## config.mk

```make
export PLATFORM = sky130hd
export DESIGN_NAME = pcie_tx_arb
export DESIGN_NICKNAME = d
export VERILOG_FILES = /design/src/rtl/pcie_tx_pkg.sv /design/src/rtl/pcie_credit_chk.sv /design/src/rtl/pcie_tx_arb_chk.sv /design/src/rtl/pcie_tx_arb.sv
export SDC_FILE = /design/constraint.sdc
export NUM_CORES = 1
export LEC_CHECK = 0
export ABC_CLOCK_PERIOD_IN_PS = 1800
export BUFFER_PORTS_ARGS = -buffer_cell sky130_fd_sc_hd__buf_2
export CAP_MARGIN = 20
export CORE_AREA = 5 5 115 117
export CTS_BUF_LIST = sky130_fd_sc_hd__clkbuf_8
export DETAILED_ROUTE_END_ITERATION = 8
export DIE_AREA = 0 0 120 122
export PLACE_DENSITY = 0.73
export SLEW_MARGIN = 20
export SYNTH_ARGS = -nofsm -noshare
export SYNTH_HDL_FRONTEND = slang
export SYNTH_SLANG_ARGS = --single-unit
```

## constraint.sdc

```tcl
create_clock -name sys_clk_125 -period 1.8 [get_ports sys_clk_125]
set_clock_uncertainty 0.15 [all_clocks]
set_input_delay 0.09 -clock sys_clk_125 [delete_from_list [all_inputs] [get_ports sys_clk_125]]
set_output_delay 0.09 -clock sys_clk_125 [all_outputs]
set_load 0.02 [all_outputs]
```

## src/rtl/pcie_tx_pkg.sv

```systemverilog
// Shared encodings, credit vector type and credit helpers for the PCIe TX arbiter.
package pcie_tx_pkg;

   localparam int TO_CYCLES_DEF = 255;

   typedef enum logic [1:0] {
      CLS_P   = 2'd0,
      CLS_NP  = 2'd1,
      CLS_CPL = 2'd2,
      CLS_ILL = 2'd3
   } tlp_cls_e;

   typedef enum logic [1:0] {
      ST_IDLE = 2'd0,
      ST_REQ  = 2'd1,
      ST_XFER = 2'd2
   } arb_state_e;

   typedef struct packed {
      logic [8:0]  ph;
      logic [8:0]  nph;
      logic [8:0]  cplh;
      logic [12:0] pd;
      logic [12:0] npd;
      logic [12:0] cpld;
   } credit_t;

   // Header credit is usable when non-zero; the MSB alone already means infinite.
   function automatic logic hdr_ok(input logic [8:0] hdr);
      return hdr[8] | (hdr[7:0] != 8'd0);
   endfunction

   function automatic logic data_ok(input logic [12:0] avail, input logic [7:0] need);
      return avail[12] | (avail >= {5'd0, need});
   endfunction

endpackage

```

## src/rtl/pcie_credit_chk.sv

```systemverilog
// Eligibility of one requester: selects the class credits and compares them with its needs.
module pcie_credit_chk
   import pcie_tx_pkg::*;
(
   input  tlp_cls_e   cls,
   input  logic [7:0] dcred,
   input  credit_t    cred,
   output logic       ok
);

   logic [8:0]  hdr_s;
   logic [12:0] dat_s;
   logic        legal_s;

   // Pick the header/data credit pair of the requested class.
   always_comb begin
      hdr_s   = 9'd0;
      dat_s   = 13'd0;
      legal_s = 1'b1;
      case (cls)
         CLS_P: begin
            hdr_s = cred.ph;
            dat_s = cred.pd;
         end
         CLS_NP: begin
            hdr_s = cred.nph;
            dat_s = cred.npd;
         end
         CLS_CPL: begin
            hdr_s = cred.cplh;
            dat_s = cred.cpld;
         end
         default: begin
            legal_s = 1'b0;
         end
      endcase
   end

   assign ok = legal_s & hdr_ok(hdr_s) & data_ok(dat_s, dcred);

endmodule

```

## src/rtl/pcie_tx_arb_chk.sv

```systemverilog
// Protocol properties of the TX arbiter: grant exclusivity and owner request stability.
module pcie_tx_arb_chk
   import pcie_tx_pkg::*;
(
   input logic       clk,
   input logic       rst,
   input arb_state_e state,
   input logic       owner,
   input logic       req_a,
   input logic       req_b,
   input logic       gnt_a,
   input logic       gnt_b,
   input logic       adv_a,
   input logic       adv_b
);

   a_gnt_mutex: assert property (@(posedge clk) disable iff (rst) !(gnt_a && gnt_b));
   a_adv_a_gnt: assert property (@(posedge clk) disable iff (rst) adv_a |-> gnt_a);
   a_adv_b_gnt: assert property (@(posedge clk) disable iff (rst) adv_b |-> gnt_b);
   // The owner must keep its request up while the core has not yet accepted it.
   a_req_held:  assert property (@(posedge clk) disable iff (rst)
                                 (state == ST_REQ) |-> (owner ? req_b : req_a));

endmodule

```

## src/rtl/pcie_tx_arb.sv

```systemverilog
// Two-requester arbiter for the PCIe core VC0 TX port with credit gating,
// fair alternation, recheck handling and a request timeout.
module pcie_tx_arb
   import pcie_tx_pkg::*;
#(
   parameter int TO_CYCLES = TO_CYCLES_DEF
) (
   input  logic        sys_clk_125,
   input  logic        rst,
   input  logic        req_a,
   input  logic        req_b,
   input  logic [1:0]  type_a,
   input  logic [1:0]  type_b,
   input  logic [7:0]  dcred_a,
   input  logic [7:0]  dcred_b,
   input  logic [63:0] data_a,
   input  logic [63:0] data_b,
   input  logic        st_a,
   input  logic        st_b,
   input  logic        end_a,
   input  logic        end_b,
   input  logic        dwen_a,
   input  logic        dwen_b,
   output logic        gnt_a,
   output logic        gnt_b,
   output logic        adv_a,
   output logic        adv_b,
   input  logic        tx_val,
   input  logic        tx_rdy_vc0,
   input  logic        tx_ca_p_recheck_vc0,
   input  logic        tx_ca_cpl_recheck_vc0,
   input  logic [8:0]  tx_ca_ph_vc0,
   input  logic [8:0]  tx_ca_nph_vc0,
   input  logic [8:0]  tx_ca_cplh_vc0,
   input  logic [12:0] tx_ca_pd_vc0,
   input  logic [12:0] tx_ca_npd_vc0,
   input  logic [12:0] tx_ca_cpld_vc0,
   output logic        tx_req_vc0,
   output logic        tx_st_vc0,
   output logic        tx_end_vc0,
   output logic        tx_dwen_vc0,
   output logic [63:0] tx_data_vc0,
   output logic        abort_err
);

   localparam int CW = (TO_CYCLES > 1) ? $clog2(TO_CYCLES) : 1;

   arb_state_e     state_r, state_nx_s;
   logic           owner_r, owner_nx_s;       // 0 = A, 1 = B
   tlp_cls_e       owner_cls_r, owner_cls_nx_s;
   logic           prio_r, prio_nx_s;         // 0 = A wins a tie
   logic [CW-1:0]  wait_cnt_r, cnt_nx_s;
   logic           abort_err_r, abort_nx_s;

   credit_t        cred_s;
   logic           ok_a_s, ok_b_s;
   logic           elig_a_s, elig_b_s;
   logic           recheck_s;
   logic           own_end_s;

   assign cred_s = '{ph:   tx_ca_ph_vc0,   nph: tx_ca_nph_vc0, cplh: tx_ca_cplh_vc0,
                     pd:   tx_ca_pd_vc0,   npd: tx_ca_npd_vc0, cpld: tx_ca_cpld_vc0};

   pcie_credit_chk u_cred_a (
      .cls   (tlp_cls_e'(type_a)),
      .dcred (dcred_a),
      .cred  (cred_s),
      .ok    (ok_a_s)
   );

   pcie_credit_chk u_cred_b (
      .cls   (tlp_cls_e'(type_b)),
      .dcred (dcred_b),
      .cred  (cred_s),
      .ok    (ok_b_s)
   );

   assign elig_a_s  = req_a & ok_a_s;
   assign elig_b_s  = req_b & ok_b_s;
   assign recheck_s = (tx_ca_p_recheck_vc0   && (owner_cls_r == CLS_P)) ||
                      (tx_ca_cpl_recheck_vc0 && (owner_cls_r == CLS_CPL));
   assign own_end_s = owner_r ? end_b : end_a;
   assign abort_err = abort_err_r;

   // State, ownership, fairness pointer and timeout counter.
   always_ff @(posedge sys_clk_125 or posedge rst) begin
      if (rst) begin
         state_r     <= ST_IDLE;
         owner_r     <= 1'b0;
         owner_cls_r <= CLS_P;
         prio_r      <= 1'b0;
         wait_cnt_r  <= '0;
         abort_err_r <= 1'b0;
      end else begin
         state_r     <= state_nx_s;
         owner_r     <= owner_nx_s;
         owner_cls_r <= owner_cls_nx_s;
         prio_r      <= prio_nx_s;
         wait_cnt_r  <= cnt_nx_s;
         abort_err_r <= abort_nx_s;
      end
   end

   // Next-state logic and the combinational core/requester handshake.
   always_comb begin
      state_nx_s     = state_r;
      owner_nx_s     = owner_r;
      owner_cls_nx_s = owner_cls_r;
      prio_nx_s      = prio_r;
      cnt_nx_s       = '0;
      abort_nx_s     = 1'b0;
      tx_req_vc0     = 1'b0;
      tx_st_vc0      = 1'b0;
      tx_end_vc0     = 1'b0;
      tx_dwen_vc0    = 1'b0;
      tx_data_vc0    = 64'd0;
      gnt_a          = 1'b0;
      gnt_b          = 1'b0;
      adv_a          = 1'b0;
      adv_b          = 1'b0;
      case (state_r)
         ST_IDLE: begin
            if (elig_a_s && (!elig_b_s || !prio_r)) begin
               owner_nx_s     = 1'b0;
               owner_cls_nx_s = tlp_cls_e'(type_a);
               state_nx_s     = ST_REQ;
            end else if (elig_b_s) begin
               owner_nx_s     = 1'b1;
               owner_cls_nx_s = tlp_cls_e'(type_b);
               state_nx_s     = ST_REQ;
            end else begin
               state_nx_s     = ST_IDLE;
            end
         end
         ST_REQ: begin
            tx_req_vc0 = 1'b1;
            cnt_nx_s   = wait_cnt_r + CW'(1);
            // A recheck means the credits we judged on may be stale: rearbitrate.
            if (recheck_s) begin
               state_nx_s = ST_IDLE;
            end else if (tx_rdy_vc0) begin
               state_nx_s = ST_XFER;
               gnt_a      = ~owner_r;
               gnt_b      = owner_r;
            end else if (wait_cnt_r == CW'(TO_CYCLES - 1)) begin
               state_nx_s = ST_IDLE;
               abort_nx_s = 1'b1;
               prio_nx_s  = ~prio_r;
            end else begin
               state_nx_s = ST_REQ;
            end
         end
         ST_XFER: begin
            gnt_a       = ~owner_r;
            gnt_b       = owner_r;
            adv_a       = ~owner_r & tx_val;
            adv_b       = owner_r & tx_val;
            tx_data_vc0 = owner_r ? data_b : data_a;
            tx_st_vc0   = owner_r ? st_b : st_a;
            tx_end_vc0  = own_end_s;
            tx_dwen_vc0 = owner_r ? dwen_b : dwen_a;
            if (tx_val && own_end_s) begin
               state_nx_s = ST_IDLE;
               prio_nx_s  = ~owner_r;
            end else begin
               state_nx_s = ST_XFER;
            end
         end
         default: begin
            state_nx_s = ST_IDLE;
         end
      endcase
   end

   pcie_tx_arb_chk u_arb_chk (
      .clk   (sys_clk_125),
      .rst   (rst),
      .state (state_r),
      .owner (owner_r),
      .req_a (req_a),
      .req_b (req_b),
      .gnt_a (gnt_a),
      .gnt_b (gnt_b),
      .adv_a (adv_a),
      .adv_b (adv_b)
   );

endmodule

```

==> results.ini <==
[logic_synthesis]
synthAdderAreaFrac = 0.0950
basic_gate_share_of_the_synthesized_area_counting_and_or_nand_and_nor_cells = 0.297
synth_top_family_by_area = simple AND/OR/NAND/NOR gates
synth.net_count = 631
synth_area_sq_mm = 0.00290
synthMuxAreaShare = 0.291
ys_seq_elements = 15
synth-seq-area-share = 0.130
synth_cells = 381
synth.lib_cells_used.distinct = 40
yosys_warnings = 0
synth_xor_area_frac = 0.0121
synth_compound_gate_area_share = 0.111
synth_area_per_cell_sq_um = 7.61

[detailed_routing]
wl_met2_microns = 7690
dr.first_iter.drc_count = 186
route.detailed.drc = 0
detail_route.wirelength_microns = 15500
num_vias = 4127
wirelength_met1_microns = 6170
route.top_layer_used = met4
postRouteAntennaNets = 0
firstDrtPassIters = 4
met3_wirelength_microns = 1330
via_per_inst = 4.77
wl_per_cell_microns = 17.9

[timing]
worst-slew-pin-transition_ns = 0.587
final_max_slew_viol_count = 0
final.period_utilization = 1.15
timing.slew.headroom = 0.608
final-hold-violation-count = 0
fin_setup_tns_ns = -0.909
setup_violations = 4
fin_worst_hold_slack_ns = 0.103
crit_path_time_final_ns = 2.07
grt_setup_unrepaired = yes
finalWorstSetupSlack_ns = -0.273
max_freq_mhz = 482

[critical_path]
start_kind = input port
reg2regPathDepth = 6
crit_path_end_kind = flip-flop
max_stage_delay_ns = 0.30
r2r-start = owner_r$_DFFE_PP0P_
critical_path_required_ns = 1.80
crit_path_top_delay_cell = ha_1
worst_ep_arrival_time_ns = 2.08
worstSetupPathType = input port to flip-flop
critical_path.most_common_cell = and3_1
maximum_net_fanout_on_the_critical_path = 7
crit_chain = buf_4, buf_12, mux2i_1, o21ai_1, ha_1, and3_1, nand4_1, and3_1, a31oi_4, nand2_1, and3_4, a221oi_2
startpoint = type_b[0]

[die]
rows = 41
initial_cell_density_of_the_core = 0.236
ios = 301
die_h_microns = 122
design.die.area_sq_mm = 0.0146
core_sq_mm = 0.0123
die_w_microns = 120

[pwr]
total_power_divided_by_cell_area_mw_per_mm2 = 922
total_leakage_power_nw = 3.13
vdd_drop_max_v = 0.000331
finalPower_w = 0.00526

[grt]
grt_antenna_before_repair = 2
first_global_vias = 3810
groute.usage.overall = 0.167
largest_net_degree_at_the_start_of_global_routing = 34
gr-total-overflow = 0
grt_pass1_wl_microns = 19700

[placed_design]
place_congestion = 0.914
port_buffers = 300
place.detailed.hpwl_microns = 11900

[finish]
design.final.nets = 966
synthToLayoutAreaGrowth_pct = 97.0
most_frequent_cells_in_the_layout = buf_2, mux2i_1, buf_4, nor2b_1
drive_above_1_share = 0.587
layout.cells.most_common = buf_2

[hold_path]
min_path_cells = 4
worstHoldPathType = input port to flip-flop
critical_hold_path_startpoint = tx_val

[cts]
tritoncts.num_buffers = 3
clockBufferDepth = 2
worst_skew_pair.late_latency_ns = 0.24
tritoncts = yes
clock_root_buffer = clkbuf_8
cts.htree.levels = 1
clk_pin_slew_ns = 0.06
cts_sinks = 15

[flow_run]
max_cap_viol_count = 0

[status]
status = finished, violations left
failed_checks = setup timing

## metal layers
metal  GRT usage  vias to the layer above
met5           0                        -
met4      0.0308                        0
met3      0.0385                       20
met2       0.300                      216
met1       0.206                     1890
li1            -                     2001
## path summary, 6_finish.rpt
check / end / slack [ns]
min in group asynchronous: wait_cnt_r[3]$_DFF_PP0_ / 0.31
worst min-delay path: state_r[1]$_DFF_PP0_ / 0.10
worst max register to register: prio_r$_DFFE_PP0P_ / 0.11
worst min register to register: wait_cnt_r[0]$_DFF_PP0_ / 0.33
max in group asynchronous: owner_r$_DFFE_PP0P_ / 0.75
worst max-delay path: owner_cls_r[1]$_DFFE_PP0P_ / -0.27
## timing repair
action / in CTS / in global routing
hold buffers: 2 / 0
pin swaps: 13 / 3
gates cloned: 1 / 11
hold endpoints to repair: 17 / 0
gates resized for setup: 27 / 114
setup endpoints to repair: 10 / 49
setup buffers: 3 / 12
## cell usage after synthesis (all sizes together)
| cell | instances | area share |
|---|---|---|
| and2 | 1 | 0.0022 |
| o21ai | 24 | 0.041 |
| xnor2 | 1 | 0.0030 |
| or3 | 3 | 0.0065 |
| and3 | 9 | 0.021 |
| or4 | 3 | 0.010 |
| mux2 | 1 | 0.0039 |
| a221oi | 2 | 0.0060 |
| a21oi | 12 | 0.021 |
| clkbuf | 12 | 0.016 |
| buf | 10 | 0.015 |
| a211oi | 2 | 0.0069 |
| nand4 | 3 | 0.0065 |
| a21o | 4 | 0.010 |
| nand2b | 2 | 0.0043 |
| a211o | 1 | 0.0030 |
| nor3b | 2 | 0.0052 |
| nand2 | 26 | 0.034 |
| nand3 | 8 | 0.014 |
| mux2i | 83 | 0.29 |
| clkinv | 1 | 0.0013 |
| a41oi | 2 | 0.0060 |
| nor4 | 5 | 0.011 |
| o21a | 1 | 0.0026 |
| nand3b | 1 | 0.0026 |
| nor2 | 17 | 0.023 |
| o31ai | 1 | 0.0026 |
| nor2b | 68 | 0.15 |
| a31oi | 5 | 0.011 |
| ha | 22 | 0.095 |
| nor3 | 5 | 0.010 |
| dfrtp | 15 | 0.13 |
| xor2 | 3 | 0.0091 |
| inv | 26 | 0.034 |
## cell type report
cell class,count,area [sq um]
Inverter,27,101
Timing Repair Buffer,352,2370
Fill cell,1189,6550
Tap cell,150,188
Clock inverter,1,3.75
Clock buffer,3,41.3
Antenna cell,1,2.50
Sequential cell,15,379
Multi-Input combinational cell,317,2620
## sequential cells by signal (all words and copies together), names as in the netlist
name / cells
abort_err: 1
state_r: 2
owner_r: 1
wait_cnt_r: 8
prio_r: 1
owner_cls_r: 2
## metrics by stage
stage	worst slack [ns]	util	std cells	instance area (sq um)
final	-0.273	0.466	866	5710
after global routing	-0.417	0.466	866	5710
after CTS	-0.288	0.405	842	4970
after detailed placement	-0.675	0.390	834	4780
after global placement	-0.550	0.390	834	4780
after floorplan	-0.254	-	381	2940
## logic make-up (layout without fill, tap and decap cells)
family | Yosys count | in the layout
flops | 15 | 15
fa+ha+maj | 22 | 22
compound gates | 54 | 54
other cells | 0 | 1
simple gates | 153 | 153
mux | 84 | 84
xor+xnor | 4 | 4
buf+inv | 49 | 383
## where the power goes
group / switching [W] / total (W) / leakage (nW) / internal [W]
sequential: 0.0000888 / 0.000511 / 0.194 / 0.000422
combinational: 0.00214 / 0.00449 / 2.91 / 0.00235
clock: 0.000114 / 0.000265 / 0.0269 / 0.000151
total: 0.00234 / 0.00526 / 3.13 / 0.00292
## worst max-delay path: cells and delay by family
kind	cells	cell delay, ns
buf+inv	2	0.25
mux	1	0.18
simple gates	5	0.74
fa+ha+maj	1	0.30
compound gates	3	0.51
Note: power is estimated with default switching activity, not from simulation.
